[src/rtl/seq_det_pkg.sv]
// seq_det_pkg: shared state encoding, default widths and the length clamp helper for seq_det_ctrl.
// Optional timeout support in seq_det_ctrl is enabled with SEQ_DET_TIMEOUT_EN.
package seq_det_pkg;

    localparam int DEF_PAT_W = 8;
    localparam int DEF_CNT_W = 16;
    localparam int DEF_TO_W  = 12;

    typedef enum logic [1:0] {
        ST_IDLE = 2'd0,
        ST_RUN  = 2'd1,
        ST_DONE = 2'd2
    } state_e;

    function automatic int clamp_len(input int len, input int pat_w);
        return (len > pat_w) ? pat_w : len;
    endfunction

endpackage

[src/rtl/seq_det_matcher.sv]
// seq_det_matcher: serial history register with valid-bit count and masked compare against the pattern.
// o_match is combinational and reflects the bit being shifted in on this edge.
module seq_det_matcher
    import seq_det_pkg::*;
#(
    parameter int PAT_W = DEF_PAT_W,
    parameter int LEN_W = $clog2(PAT_W + 1)
) (
    input  logic             clk,
    input  logic             rst_n,
    input  logic             i_shift,
    input  logic             i_clear,
    input  logic             i_x,
    input  logic [PAT_W-1:0] i_pattern,
    input  logic [LEN_W-1:0] i_len,
    output logic             o_match
);

    logic [PAT_W-1:0] r_hist;
    logic [LEN_W-1:0] r_vcnt;
    logic [PAT_W-1:0] w_hist_next;
    logic [PAT_W-1:0] w_mask;
    logic [LEN_W-1:0] w_vcnt_next;

    always_comb begin
        w_hist_next = (r_hist << 1) | PAT_W'(i_x);
        // valid-bit count only needs to reach PAT_W, so it saturates there
        w_vcnt_next = (r_vcnt == LEN_W'(PAT_W)) ? r_vcnt : r_vcnt + LEN_W'(1);
        w_mask      = '0;
        for (int i = 0; i < PAT_W; i++) begin
            w_mask[i] = (i < int'(i_len));
        end
        o_match = i_shift && (i_len != '0) && (w_vcnt_next >= i_len) &&
                  (((w_hist_next ^ i_pattern) & w_mask) == '0);
    end

    always_ff @(posedge clk or negedge rst_n) begin
        if (!rst_n) begin
            r_hist <= '0;
            r_vcnt <= '0;
        end else if (i_clear) begin
            r_hist <= '0;
            r_vcnt <= '0;
        end else if (i_shift) begin
            r_hist <= w_hist_next;
            r_vcnt <= w_vcnt_next;
        end
    end

endmodule

[src/rtl/seq_det_ctrl.sv]
// seq_det_ctrl: programmable serial pattern detector with arm/run/stop sequencing and match-count interrupt.
// Define SEQ_DET_TIMEOUT_EN to add a no-match timeout (i_cfg_timeout / o_timeout).
//
//   state   | meaning
//   ST_IDLE | configurable, waiting for start
//   ST_RUN  | sampling bits, counting matches
//   ST_DONE | threshold reached, holding count
module seq_det_ctrl
    import seq_det_pkg::*;
#(
    parameter int PAT_W = DEF_PAT_W,
    parameter int CNT_W = DEF_CNT_W
`ifdef SEQ_DET_TIMEOUT_EN
    ,
    parameter int TO_W  = DEF_TO_W
`endif
) (
    input  logic                         clk,
    input  logic                         rst_n,
    input  logic                         i_cfg_we,
    input  logic [PAT_W-1:0]             i_cfg_pattern,
    input  logic [$clog2(PAT_W+1)-1:0]   i_cfg_len,
    input  logic                         i_cfg_overlap,
    input  logic [CNT_W-1:0]             i_cfg_thresh,
    input  logic                         i_start,
    input  logic                         i_stop,
    input  logic                         i_x_valid,
    input  logic                         i_x,
`ifdef SEQ_DET_TIMEOUT_EN
    input  logic [TO_W-1:0]              i_cfg_timeout,
    output logic                         o_timeout,
`endif
    output logic                         o_z,
    output logic                         o_busy,
    output logic                         o_done,
    output logic                         o_irq,
    output logic [CNT_W-1:0]             o_match_cnt
);

    localparam int LEN_W = $clog2(PAT_W + 1);

    state_e           r_state, w_state_next;
    logic [PAT_W-1:0] r_pattern;
    logic [LEN_W-1:0] r_len;
    logic             r_overlap;
    logic [CNT_W-1:0] r_thresh;
    logic [CNT_W-1:0] r_cnt;
    logic             r_z, r_irq, r_busy, r_done;
    logic [CNT_W-1:0] w_cnt_plus;
    logic             w_match, w_clear, w_run_start, w_cnt_inc;
    logic             w_z_next, w_irq_next;
`ifdef SEQ_DET_TIMEOUT_EN
    logic [TO_W-1:0]  r_cfg_to, r_to_cnt, w_to_plus;
    logic             r_timeout, w_to_fire;
`endif

    seq_det_matcher #(.PAT_W(PAT_W), .LEN_W(LEN_W)) u_matcher (
        .clk       (clk),
        .rst_n     (rst_n),
        .i_shift   ((r_state == ST_RUN) && i_x_valid),
        .i_clear   (w_clear),
        .i_x       (i_x),
        .i_pattern (r_pattern),
        .i_len     (r_len),
        .o_match   (w_match)
    );

    assign w_cnt_plus = (r_cnt == '1) ? r_cnt : r_cnt + CNT_W'(1);
`ifdef SEQ_DET_TIMEOUT_EN
    assign w_to_plus  = r_to_cnt + TO_W'(1);
`endif

    always_comb begin
        w_state_next = r_state;
        w_run_start  = 1'b0;
        w_clear      = 1'b0;
        w_cnt_inc    = 1'b0;
        w_z_next     = 1'b0;
        w_irq_next   = 1'b0;
`ifdef SEQ_DET_TIMEOUT_EN
        w_to_fire    = 1'b0;
`endif
        case (r_state)
            ST_RUN: begin
                // stop discards any match sampled on the same edge
                if (i_stop) begin
                    w_state_next = ST_IDLE;
                end else if (w_match) begin
                    w_z_next  = 1'b1;
                    w_cnt_inc = 1'b1;
                    w_clear   = !r_overlap;
                    if ((r_thresh != '0) && (w_cnt_plus == r_thresh)) begin
                        w_state_next = ST_DONE;
                        w_irq_next   = 1'b1;
                    end
                end
`ifdef SEQ_DET_TIMEOUT_EN
                else if (i_x_valid && (r_cfg_to != '0) && (w_to_plus == r_cfg_to)) begin
                    w_state_next = ST_IDLE;
                    w_to_fire    = 1'b1;
                end
`endif
            end
            default: begin
                if (i_stop) begin
                    w_state_next = ST_IDLE;
                end else if (i_start) begin
                    w_state_next = ST_RUN;
                    w_run_start  = 1'b1;
                    w_clear      = 1'b1;
                end
            end
        endcase
    end

    always_ff @(posedge clk or negedge rst_n) begin
        if (!rst_n) begin
            r_state   <= ST_IDLE;
            r_busy    <= 1'b0;
            r_done    <= 1'b0;
            r_z       <= 1'b0;
            r_irq     <= 1'b0;
            r_cnt     <= '0;
            r_pattern <= '0;
            r_len     <= '0;
            r_overlap <= 1'b0;
            r_thresh  <= '0;
        end else begin
            r_state <= w_state_next;
            r_busy  <= (w_state_next == ST_RUN);
            r_done  <= (w_state_next == ST_DONE);
            r_z     <= w_z_next;
            r_irq   <= w_irq_next;
            if (w_run_start) begin
                r_cnt <= '0;
            end else if (w_cnt_inc) begin
                r_cnt <= w_cnt_plus;
            end
            if ((r_state == ST_IDLE) && i_cfg_we) begin
                r_pattern <= i_cfg_pattern;
                r_len     <= LEN_W'(clamp_len(int'(i_cfg_len), PAT_W));
                r_overlap <= i_cfg_overlap;
                r_thresh  <= i_cfg_thresh;
            end
        end
    end

`ifdef SEQ_DET_TIMEOUT_EN
    always_ff @(posedge clk or negedge rst_n) begin
        if (!rst_n) begin
            r_cfg_to  <= '0;
            r_to_cnt  <= '0;
            r_timeout <= 1'b0;
        end else begin
            r_timeout <= w_to_fire;
            if ((r_state == ST_IDLE) && i_cfg_we) begin
                r_cfg_to <= i_cfg_timeout;
            end
            if (w_run_start) begin
                r_to_cnt <= '0;
            end else if ((r_state == ST_RUN) && i_x_valid && !i_stop) begin
                r_to_cnt <= w_match ? '0 : w_to_plus;
            end
        end
    end

    assign o_timeout = r_timeout;
`endif

    assign o_z         = r_z;
    assign o_busy      = r_busy;
    assign o_done      = r_done;
    assign o_irq       = r_irq;
    assign o_match_cnt = r_cnt;

endmodule

[config.mk]
export PLATFORM = sky130hd
export DESIGN_NAME = seq_det_ctrl
export DESIGN_NICKNAME = d
export VERILOG_FILES = /design/src/rtl/seq_det_pkg.sv /design/src/rtl/seq_det_matcher.sv /design/src/rtl/seq_det_ctrl.sv
export SDC_FILE = /design/constraint.sdc
export NUM_CORES = 1
export LEC_CHECK = 0
export BUFFER_PORTS_ARGS = -buffer_cell sky130_fd_sc_hd__buf_2
export CAP_MARGIN = 20
export CORE_AREA = 8 8 99 101
export DETAILED_ROUTE_END_ITERATION = 10
export DIE_AREA = 0 0 107 109
export GPL_TIMING_DRIVEN = 0
export PLACE_DENSITY = 0.64
export RECOVER_POWER = 50
export SETUP_SLACK_MARGIN = 0.1
export SLEW_MARGIN = 25
export SYNTH_ARGS = -nofsm -noshare
export SYNTH_HDL_FRONTEND = slang
export SYNTH_SLANG_ARGS = --single-unit
[constraint.sdc]
create_clock -name clk -period 3.4 [get_ports clk]
set_input_delay 0.51 -clock clk [delete_from_list [all_inputs] [get_ports clk]]
set_output_delay 0.51 -clock clk [all_outputs]
set_load 0.05 [all_outputs]
==> flow_summary.toml, run 1 <==
[timing]
worstMarginPinSlew_ns = 2.04
period_share = 0.916
finalSetupViolations = 0
slew_violations = 48
clock_skew_ns = 0.00663
rsz0062_at_grt = "no"
fin_setup_tns_ns = 0
max-slew-margin-rel = -0.364
fin_crit_ns = 3.12
hold_viol = 0
max_freq_mhz = 321
hold_slack_ns = 0.259

[worst_setup_path]
crit_type = "register to register"
arrival_ns = 3.32
cp-start-kind = "register"
critPathCaptureType = "register"
cp_max_fo = 10
crit_required_ns = 3.60
reg2reg_slack_ns = 0.28

[pwr]
p_sw_frac = 0.290
combPwrFrac = 0.166
ir_drop_uv = 266
power_density_nw_per_um2 = 429
p_switching_w = 0.000527
power_frac_seq = 0.475
clkPwrFrac = 0.359
p_leak_nw = 1.79
p_int_w = 0.00129

[routing]
first_pass_iters = 5
drc = 0
vias = 3146
drtIter0Drc = 125
wl_mm = 9.65
wl_per_cell_um = 17.1
antenna_left = 0
via_per_inst = 5.57

[synth]
async_flop_share = 1.00
synth.largest_area_cell = "dfrtp_1"
ys_seq_area_frac = 0.431
synth_fp_nets = 427
netlist_instances = 384
netlist_top_cells_area = "dfrtp_1 (43%), mux2_2 (6.9%), xnor2_1 (4.9%)"
avgSynthCellArea_um2 = 9.38
synth_seq_cells = 62
yosysWarnings = 0
synth_cell_types = 58
ys_dominant_reg_cell = "dfrtp_1"
synth_edf_count = 0
syn-cell-area_um2 = 3600
synth_top_cell_area_share = 0.431

[cells_and_area]
layout-drive-gt1-share = 0.234
areaGrowthSynthToFinish_pct = 17.6
fin_nets = 495
insertedDiodeCount = 0

[clock_tree]
cts.sinks = 62
htreeDepth = 3
cts_tree = "yes"
path_clk_slew_ns = 0.08
cts-hold-fix-buffers = 0
clockRootBuffer = "clkbuf_8"
cts_buffers = 9
clk_path_buf_depth = 2
clock_latency_ns = 0.34

[die]
dieArea_um2 = 11700
die_w_um = 107
row_count = 34
ios = 56
die_h_um = 109
core-area_um2 = 8380
start_util = 0.430

[global_routing]
grt_usage = 0.176
grt_pass1_wl_mm = 16.2
grtUsageMet1 = 0.209
antenna_found_initial = 0
top_usage_layer = "met2"
grt_use_met2 = 0.301
grt_overflow = 0
gr-usage-met3 = 0.0396
grt_max_degree = 48
grt_pass1_vias = 3266

[hold_path]
min_path_type = "input port to async pin"

[flow_run]
maxCapViolCount = 1

[placement]
io_buffers = 55
dp_hpwl_mm = 7.30
gp_congestion = 0.894

[status]
status = "finished, violations left"
violations = "capacitance limit, slew limit"
-- sequential cells by signal, indices dropped and copies added (netlist names) --
register	flops
o_busy	1
o_done	1
o_irq	1
o_match_cnt	16
o_z	1
r_len	4
r_overlap	1
r_pattern	8
r_state	2
r_thresh	16
u_matcher.r_hist	7
u_matcher.r_vcnt	4
-- through the flow --
stage	std cells	area, um^2	setup WS [ns]	util	total power, W
final	565	4240	0.284	0.505	0.00182
after detailed placement	548	4040	0.280	0.482	0.00118
after floorplan	384	3600	0.511	-	0.00107
after CTS	564	4230	0.252	0.505	0.00183
after global routing	565	4240	0.0789	0.505	0.00191
after global placement	547	4010	0.281	0.479	0.00117
-- cell families after synthesis --
kind of cell             count (synthesis)  synth area share
AND/OR/NAND/NOR                        129             0.183
XOR/XNOR                                25            0.0608
flip-flops                              62             0.431
AO/OA/AOI/OAI                           95             0.167
multiplexers                            29            0.0882
adder cells (fa/ha/maj)                  7            0.0243
buffers and inverters                   37            0.0462
-- cell usage after synthesis, types with 3 or more instances --
| cell | instances |
|---|---|
| a211oi_1 | 4 |
| a21o_1 | 3 |
| a21oi_1 | 29 |
| a311oi_1 | 7 |
| a31oi_1 | 4 |
| and3_1 | 4 |
| buf_1 | 3 |
| buf_2 | 10 |
| clkbuf_1 | 4 |
| dfrtp_1 | 62 |
| ha_1 | 7 |
| inv_1 | 16 |
| mux2_2 | 22 |
| mux2i_1 | 7 |
| nand2_1 | 37 |
| nand2b_1 | 4 |
| nand3_1 | 14 |
| nand3b_1 | 3 |
| nand4_1 | 10 |
| nor2_1 | 25 |
| nor3_1 | 11 |
| nor4_1 | 4 |
| o21a_1 | 3 |
| o21ai_0 | 22 |
| xnor2_1 | 20 |
| xor2_1 | 5 |
-- power by group through the flow --
stage	Clock [W]	Combinational [W]	Sequential (W)
after global routing	0.000693	0.000346	0.000873
after global placement	0	0.000292	0.000875
after floorplan	0	0.000210	0.000863
after detailed placement	0	0.000303	0.000877
final	0.000652	0.000302	0.000863
after CTS	0.000659	0.000305	0.000863
-- critical path, cell delays in order, from the launching register on --
cell and delay [ns]:
dfrtp_1 0.40, inv_1 0.10, ha_1 0.15, nand2_1 0.08
nor2_2 0.17, xnor2_1 0.08, ha_1 0.26, nand2b_1 0.09
a21o_1 0.11, a21o_1 0.11, a21oi_1 0.07, or4_1 0.50
buf_4 0.19, inv_2 0.08, buf_6 0.15, nand2_1 0.12
nor3_2 0.25, a211oi_2 0.07
-- final timing paths --
path | start | end | depth (start not counted)
setup / recovery | u_matcher.r_vcnt[0] | o_match_cnt[8] | 17
hold / removal | rst_n | o_match_cnt[9] | 1
setup reg to reg | u_matcher.r_vcnt[0] | o_match_cnt[8] | 17
hold reg to reg | r_overlap | r_overlap | 1
max in group asynchronous | rst_n | r_pattern[7] | 2
min in group clk | i_cfg_thresh[15] | r_thresh[15] | 3
-- placed cells by master (no fill, tap or decap), types with 5 or more instances in the layout --
cell,instances
buf_2,53
nand4_1,10
dfrtp_1,62
nand2_1,37
xor2_1,5
nand3_1,14
ha_1,7
nor2_1,23
clkbuf_8,9
xnor2_1,20
mux2i_1,7
a21oi_1,29
mux2_2,22
a311oi_1,7
clkbuf_1,17
nor3_1,10
inv_1,16
o21ai_0,22
-- area by class of cell --
type                            instances  area [um^2]
Fill cell                             790         4150
Clock inverter                          5         60.1
Clock buffer                           11          131
Multi-Input combinational cell        285         1900
Sequential cell                        62         1550
Buffer                                 20          113
Tap cell                              108          135
Timing Repair Buffer                   57          282
Inverter                               17         63.8
-- per-layer routing --
metal	vias to the layer above	wire length, um
met3	16	513
met2	93	4790
met4	0	186
li1	1530	-
met1	1507	4160
met5	-	0
-- repair_timing --
| action | CTS | global route |
|---|---|---|
| hold endpoints to repair | 0 | 0 |
| resized for setup | 0 | 8 |
| setup buffers | 0 | 1 |
| setup endpoints to repair | 0 | 15 |
No activity file was read; power rests on OpenSTA's default activity.
==> run 2, diff against run 1 <==
ABC_AREA = 1   (was default)
PLACE_DENSITY = 0.65   (was 0.64)
==> run 2 against run 1 <==
  * Utilization down 0.18 points
  * Sequential power barely moved
  * First-iteration DRC count increased by 14%
  * The flow now finishes without violations
  * Clock power barely moved
  * Via count up 7.8%
  * Design area down 0.35%
  * Synthesized cell count increased by 30%
  * Sequential share of layout area grew 0.13 points
  * Highest routed layer unchanged
  * Largest cell class unchanged
==> flow_summary.toml, run 2 <==
[timing]
period_share = 0.772
finalSetupViolations = 0
max-slew-margin-rel = 0.0428
clock_skew_ns = 0.0102
max_freq_mhz = 381
slew_violations = 0
fin_crit_ns = 2.63
fin_setup_tns_ns = 0
setup_slack_ns = 0.775
rsz0062_at_grt = "no"
worstMarginPinSlew_ns = 1.44
hold_viol = 0

[global_routing]
grt_usage = 0.182
grt_max_degree = 39
grt_pass1_vias = 3467
antenna_found_initial = 0
grt_overflow = 0
grt_pass1_wl_mm = 16.7

[synth]
synth_seq_cells = 62
yosysWarnings = 0
synth_most_common_cell = "nand2_1"
synth_fp_nets = 542
netlist_top_cells_area = "dfrtp_1 (43%), nand2_1 (17%), inv_1 (6.3%)"
synth_edf_count = 0
avgSynthCellArea_um2 = 7.26
ys_seq_area_frac = 0.428
yosys-top-cells-count = "nand2_1 (160), dfrtp_1 (62), inv_1 (61)"
syn-cell-area_um2 = 3620
async_flop_share = 1.00
synth_cell_types = 39
netlist_instances = 499
synth.largest_area_cell = "dfrtp_1"
synth_top_cell_area_share = 0.428
ys_dominant_reg_cell = "dfrtp_1"

[routing]
first_pass_iters = 5
antenna_left = 0
wl_per_cell_um = 14.5
drtIter0Drc = 143
wl_mm = 9.82
vias = 3390
drc = 0
via_per_inst = 5.00

[worst_setup_path]
slowest_delay_ns = 0.42
cp-start-kind = "register"
arrival_ns = 2.85
crit_slowest_cell = "dfrtp_1"
rr_startpoint = "u_matcher.r_vcnt[0]"
crit_chain = "inv_1 > ha_1 > nand2_1 > nor2_1 > xor2_1 > ha_1 > nor2_1 > o211ai_1 > nand3_1 > nand3_1 > nor2_1 > nand2_1 > nand2_1 > buf_2 > o21ai_0"
cp_max_fo = 10
crit_type = "register to register"
crit_required_ns = 3.62
critPathCaptureType = "register"
crit_start = "u_matcher.r_vcnt[0]"

[pwr]
power_density_nw_per_um2 = 445
ir_drop_uv = 247
finalPower_w = 0.00188
p_leak_nw = 2.27

[cells_and_area]
num-fill-cells = 851
stdcell_count = 678
insertedDiodeCount = 0
final_common_cell = "nand2_1"
fin_nets = 609
mostFrequentLayoutCells = "nand2_1 (160), dfrtp_1 (62), inv_1 (61)"
layout-drive-gt1-share = 0.158
areaGrowthSynthToFinish_pct = 16.5

[die]
dieArea_um2 = 11700
row_count = 34
die_h_um = 109
ios = 56
die_w_um = 107
start_util = 0.432
core-area_um2 = 8380

[hold_path]
min_from = "i_cfg_pattern[4]"
min_path_type = "input port to register"

[clock_tree]
clockRootBuffer = "clkbuf_8"
clock_latency_ns = 0.35
cts_buffers = 9
htreeDepth = 3
postCtsSetupBuffers = 0
cts-resized-gates = 0
cts.sinks = 62
cts_tree = "yes"
cts-hold-fix-buffers = 0
path_clk_slew_ns = 0.07
clk_path_buf_depth = 2

[placement]
io_buffers = 55
dp_hpwl_mm = 7.81
pre_cts_ws_ns = 0.784
dp.cells = 663
gp_congestion = 0.910

[flow_run]
maxCapViolCount = 0

[status]
status = "complete, no violations"
-- run 2: cell families after synthesis --
logic type	Yosys count	share of synthesized area
xor gates and xnor gates	13	0.0314
and+or+nand+nor	279	0.339
AOI/OAI and AO/OA	63	0.0950
adders and majority gates	7	0.0242
buffers and inverters	75	0.0822
DFF	62	0.428
-- run 2: final cells by class --
type                    instances  area (um^2)  share of cell area
inverters                      65          249              0.0590
clock inverters                 4         47.5              0.0113
plain buffers                  10         48.8              0.0116
repair buffers                 56          273              0.0646
clock buffers                  11          141              0.0335
multi-input cells             362         1770               0.420
well taps                     108          135              0.0320
flip-flops and latches         62         1550               0.368
-- run 2: worst max-delay path, delay by kind of cell (launching register included) --
| family | cells | cell delay (ns) |
|---|---|---|
| AOI/OAI and AO/OA | 2 | 0.21 |
| xor gates and xnor gates | 1 | 0.15 |
| adders and majority gates | 2 | 0.38 |
| buffers and inverters | 2 | 0.33 |
| DFF | 1 | 0.42 |
| and+or+nand+nor | 8 | 1.00 |
-- run 2: per-stage QoR --
stage / instance area (um^2) / hold WS, ns / util
final: 4220 / 0.355 / 0.504
after global routing: 4220 / 0.340 / 0.504
after CTS: 4250 / 0.0766 / 0.507
after detailed placement: 4060 / 0.453 / 0.484
after global placement: 4030 / 0.480 / 0.481
after floorplan: 3620 / 0.214 / -
-- run 2: worst paths after layout --
path	slack [ns]	depth (start not counted)	end
max in group asynchronous	1.32	2	r_thresh[9]
worst min-delay path	0.35	3	r_pattern[4]
min in group asynchronous	0.47	1	o_match_cnt[11]
worst max-delay path	0.77	15	o_match_cnt[15]
worst max register to register	0.77	15	o_match_cnt[15]
worst min register to register	0.52	2	r_pattern[7]
-- run 2: layer usage --
| metal | global-route usage | routed length (um) | up-vias |
|---|---|---|---|
| li1 | - | - | 1736 |
| met2 | 0.309 | 4790 | 75 |
| met5 | 0 | 0 | - |
| met1 | 0.221 | 4410 | 1559 |
| met3 | 0.0349 | 387 | 20 |
| met4 | 0.0834 | 235 | 0 |
-- run 2: power by group --
| group | switching (W) | internal (W) | total [W] |
|---|---|---|---|
| sequential | 0.0000569 | 0.000808 | 0.000865 |
| clock | 0.000301 | 0.000352 | 0.000654 |
| combinational | 0.000220 | 0.000139 | 0.000359 |
==> run 3, diff against run 2 <==
ABC_AREA = 0   (was 1)
PLACE_DENSITY = 0.64   (was 0.65)
clock period = 2.6 ns   (was 3.4 ns; I/O delays follow)
==> run 3 against run 2 <==
  * The run now ends with setup timing left
  * Largest cell class unchanged
  * Global-route usage fell by 0.61 points
  * Final cell count fell by 13%
  * Routed wire length rose by 4.9%
  * Worst hold slack got worse by 0.11 ns
  * Clock power rose by 44%
  * Sequential share of layout area fell by 3.8 points
==> flow_summary.toml, run 3 (same netlist as run 1, synthesis figures left out) <==
[status]
status = "finished, violations left"
violations = "setup timing"

[global_routing]
grt_usage = 0.176
grt_pass1_vias = 3212
grt_pass1_wl_mm = 16.1
grt_overflow = 0
antenna_found_initial = 0
grt_max_degree = 39

[worst_setup_path]
reg2reg_slack_ns = -0.37
cp-start-kind = "register"
crit_type = "register to register"
critPathCaptureType = "register"
cp_max_fo = 5
r2r_end = "o_match_cnt[14]"
crit_required_ns = 2.82
rr_startpoint = "u_matcher.r_vcnt[0]"
r2r_cells = 15
arrival_ns = 3.19

[timing]
max-slew-margin-rel = 0.103
period_share = 1.14
fin_crit_ns = 2.97
rsz0062_at_grt = "yes"
slew_violations = 0
fin_setup_tns_ns = -7.42
clock_skew_ns = 0.0110
finalSetupViolations = 30
max_freq_mhz = 337
worstMarginPinSlew_ns = 1.35
hold_viol = 0
setup_slack_ns = -0.371

[routing]
drtIter0Drc = 151
via_per_inst = 5.68
antenna_left = 0
drc = 0
first_pass_iters = 5
wl_mm = 10.3
wl_per_cell_um = 17.5
vias = 3349

[clock_tree]
cts.sinks = 62
clockRootBuffer = "clkbuf_8"
clk_path_buf_depth = 2
cts_buffers = 9
cts_tree = "yes"
htreeDepth = 3
path_clk_slew_ns = 0.08
clock_latency_ns = 0.35

[cells_and_area]
final_area_um2 = 4760
areaGrowthSynthToFinish_pct = 32.1
mostFrequentLayoutCells = "buf_2 (57), dfrtp_1 (52), nand2_1 (35)"
layout-drive-gt1-share = 0.376
fin_nets = 520
final_common_cell = "buf_2"
insertedDiodeCount = 0

[die]
start_util = 0.430
dieArea_um2 = 11700
die_w_um = 107
row_count = 34
core-area_um2 = 8380
die_h_um = 109
ios = 56

[placement]
placed_area_um2 = 4100
dp_hpwl_mm = 7.27
gp_congestion = 0.938
io_buffers = 55

[flow_run]
maxCapViolCount = 0

[hold_path]
hold_depth = 3
min_path_type = "input port to register"
hold_end = "r_thresh[15]"
min_from = "i_cfg_thresh[15]"

[pwr]
p_leak_nw = 2.09
power_density_nw_per_um2 = 531
ir_drop_uv = 272
[run 3: layer usage]
metal | GRT usage | share of wire | vias to the layer above
met4 | 0.0663 | 0.013 | 0
met1 | 0.226 | 0.45 | 1632
li1 | - | - | 1574
met3 | 0.0491 | 0.066 | 17
met5 | 0 | 0 | -
met2 | 0.278 | 0.48 | 126
[run 3: worst max path at each step]
| stage | from | end | slack, ns | cells past startpoint |
|---|---|---|---|---|
| 3_3_place_gp | u_matcher.r_vcnt[0] | o_match_cnt[14] | -0.40 | 15 |
| 2_1_floorplan | u_matcher.r_vcnt[0] | o_match_cnt[14] | -0.25 | 15 |
| 5_1_grt | u_matcher.r_vcnt[0] | o_match_cnt[14] | -0.48 | 15 |
| 3_5_place_dp | u_matcher.r_vcnt[0] | o_match_cnt[14] | -0.41 | 15 |
| 4_1_cts | u_matcher.r_vcnt[0] | o_match_cnt[14] | -0.34 | 15 |
| 6_report | u_matcher.r_vcnt[0] | o_match_cnt[14] | -0.37 | 15 |
[run 3: where the power goes]
part	leakage, nW	switching (W)	internal, W	total, W
sequential	0.782	0.0000835	0.00105	0.00113
combinational	1.20	0.000219	0.000233	0.000452
clock	0.106	0.000405	0.000538	0.000943
[run 3: worst max-delay path: stages, from the launching register on]
cell and delay [ns]:
dfrtp_1 0.41, inv_2 0.08, ha_4 0.13, nand2_4 0.05, nor2_4 0.14, xnor2_2 0.08
ha_1 0.26, nand2b_1 0.09, a21o_1 0.11, a21o_1 0.12, a21oi_2 0.06, or4_4 0.50
buf_6 0.14, or4_4 0.41, mux2i_1 0.17, nor2_1 0.05
[run 3: layout make-up]
| class | instances | area [um^2] |
|---|---|---|
| Fill cell | 735 | 3620 |
| Multi-Input combinational cell | 285 | 2110 |
| Sequential cell | 62 | 1570 |
| Timing Repair Buffer | 82 | 529 |
| Buffer | 20 | 141 |
| Tap cell | 108 | 135 |
| Clock buffer | 10 | 128 |
| Clock inverter | 6 | 86.3 |
| Inverter | 17 | 63.8 |
[run 3: repair_timing]
action,CTS,global route
cloned,1,0
hold buffers,1,0
hold endpoints to repair,24,0
resized for setup,23,27
buffers inserted,14,10
pin swaps,7,13
endpoints found under the setup margin,33,33
[run 3: through the flow]
stage                     utilization  worst slack [ns]  total power, W  cells  hold WS (ns)
after global placement          0.487            -0.400         0.00154    547         0.490
after floorplan                     -            -0.246         0.00142    384        0.0944
final                           0.568            -0.371         0.00252    590         0.247
after CTS                       0.543            -0.342         0.00252    580         0.239
after global routing            0.568            -0.475         0.00265    590         0.242
after detailed placement        0.490            -0.411         0.00155    548         0.324
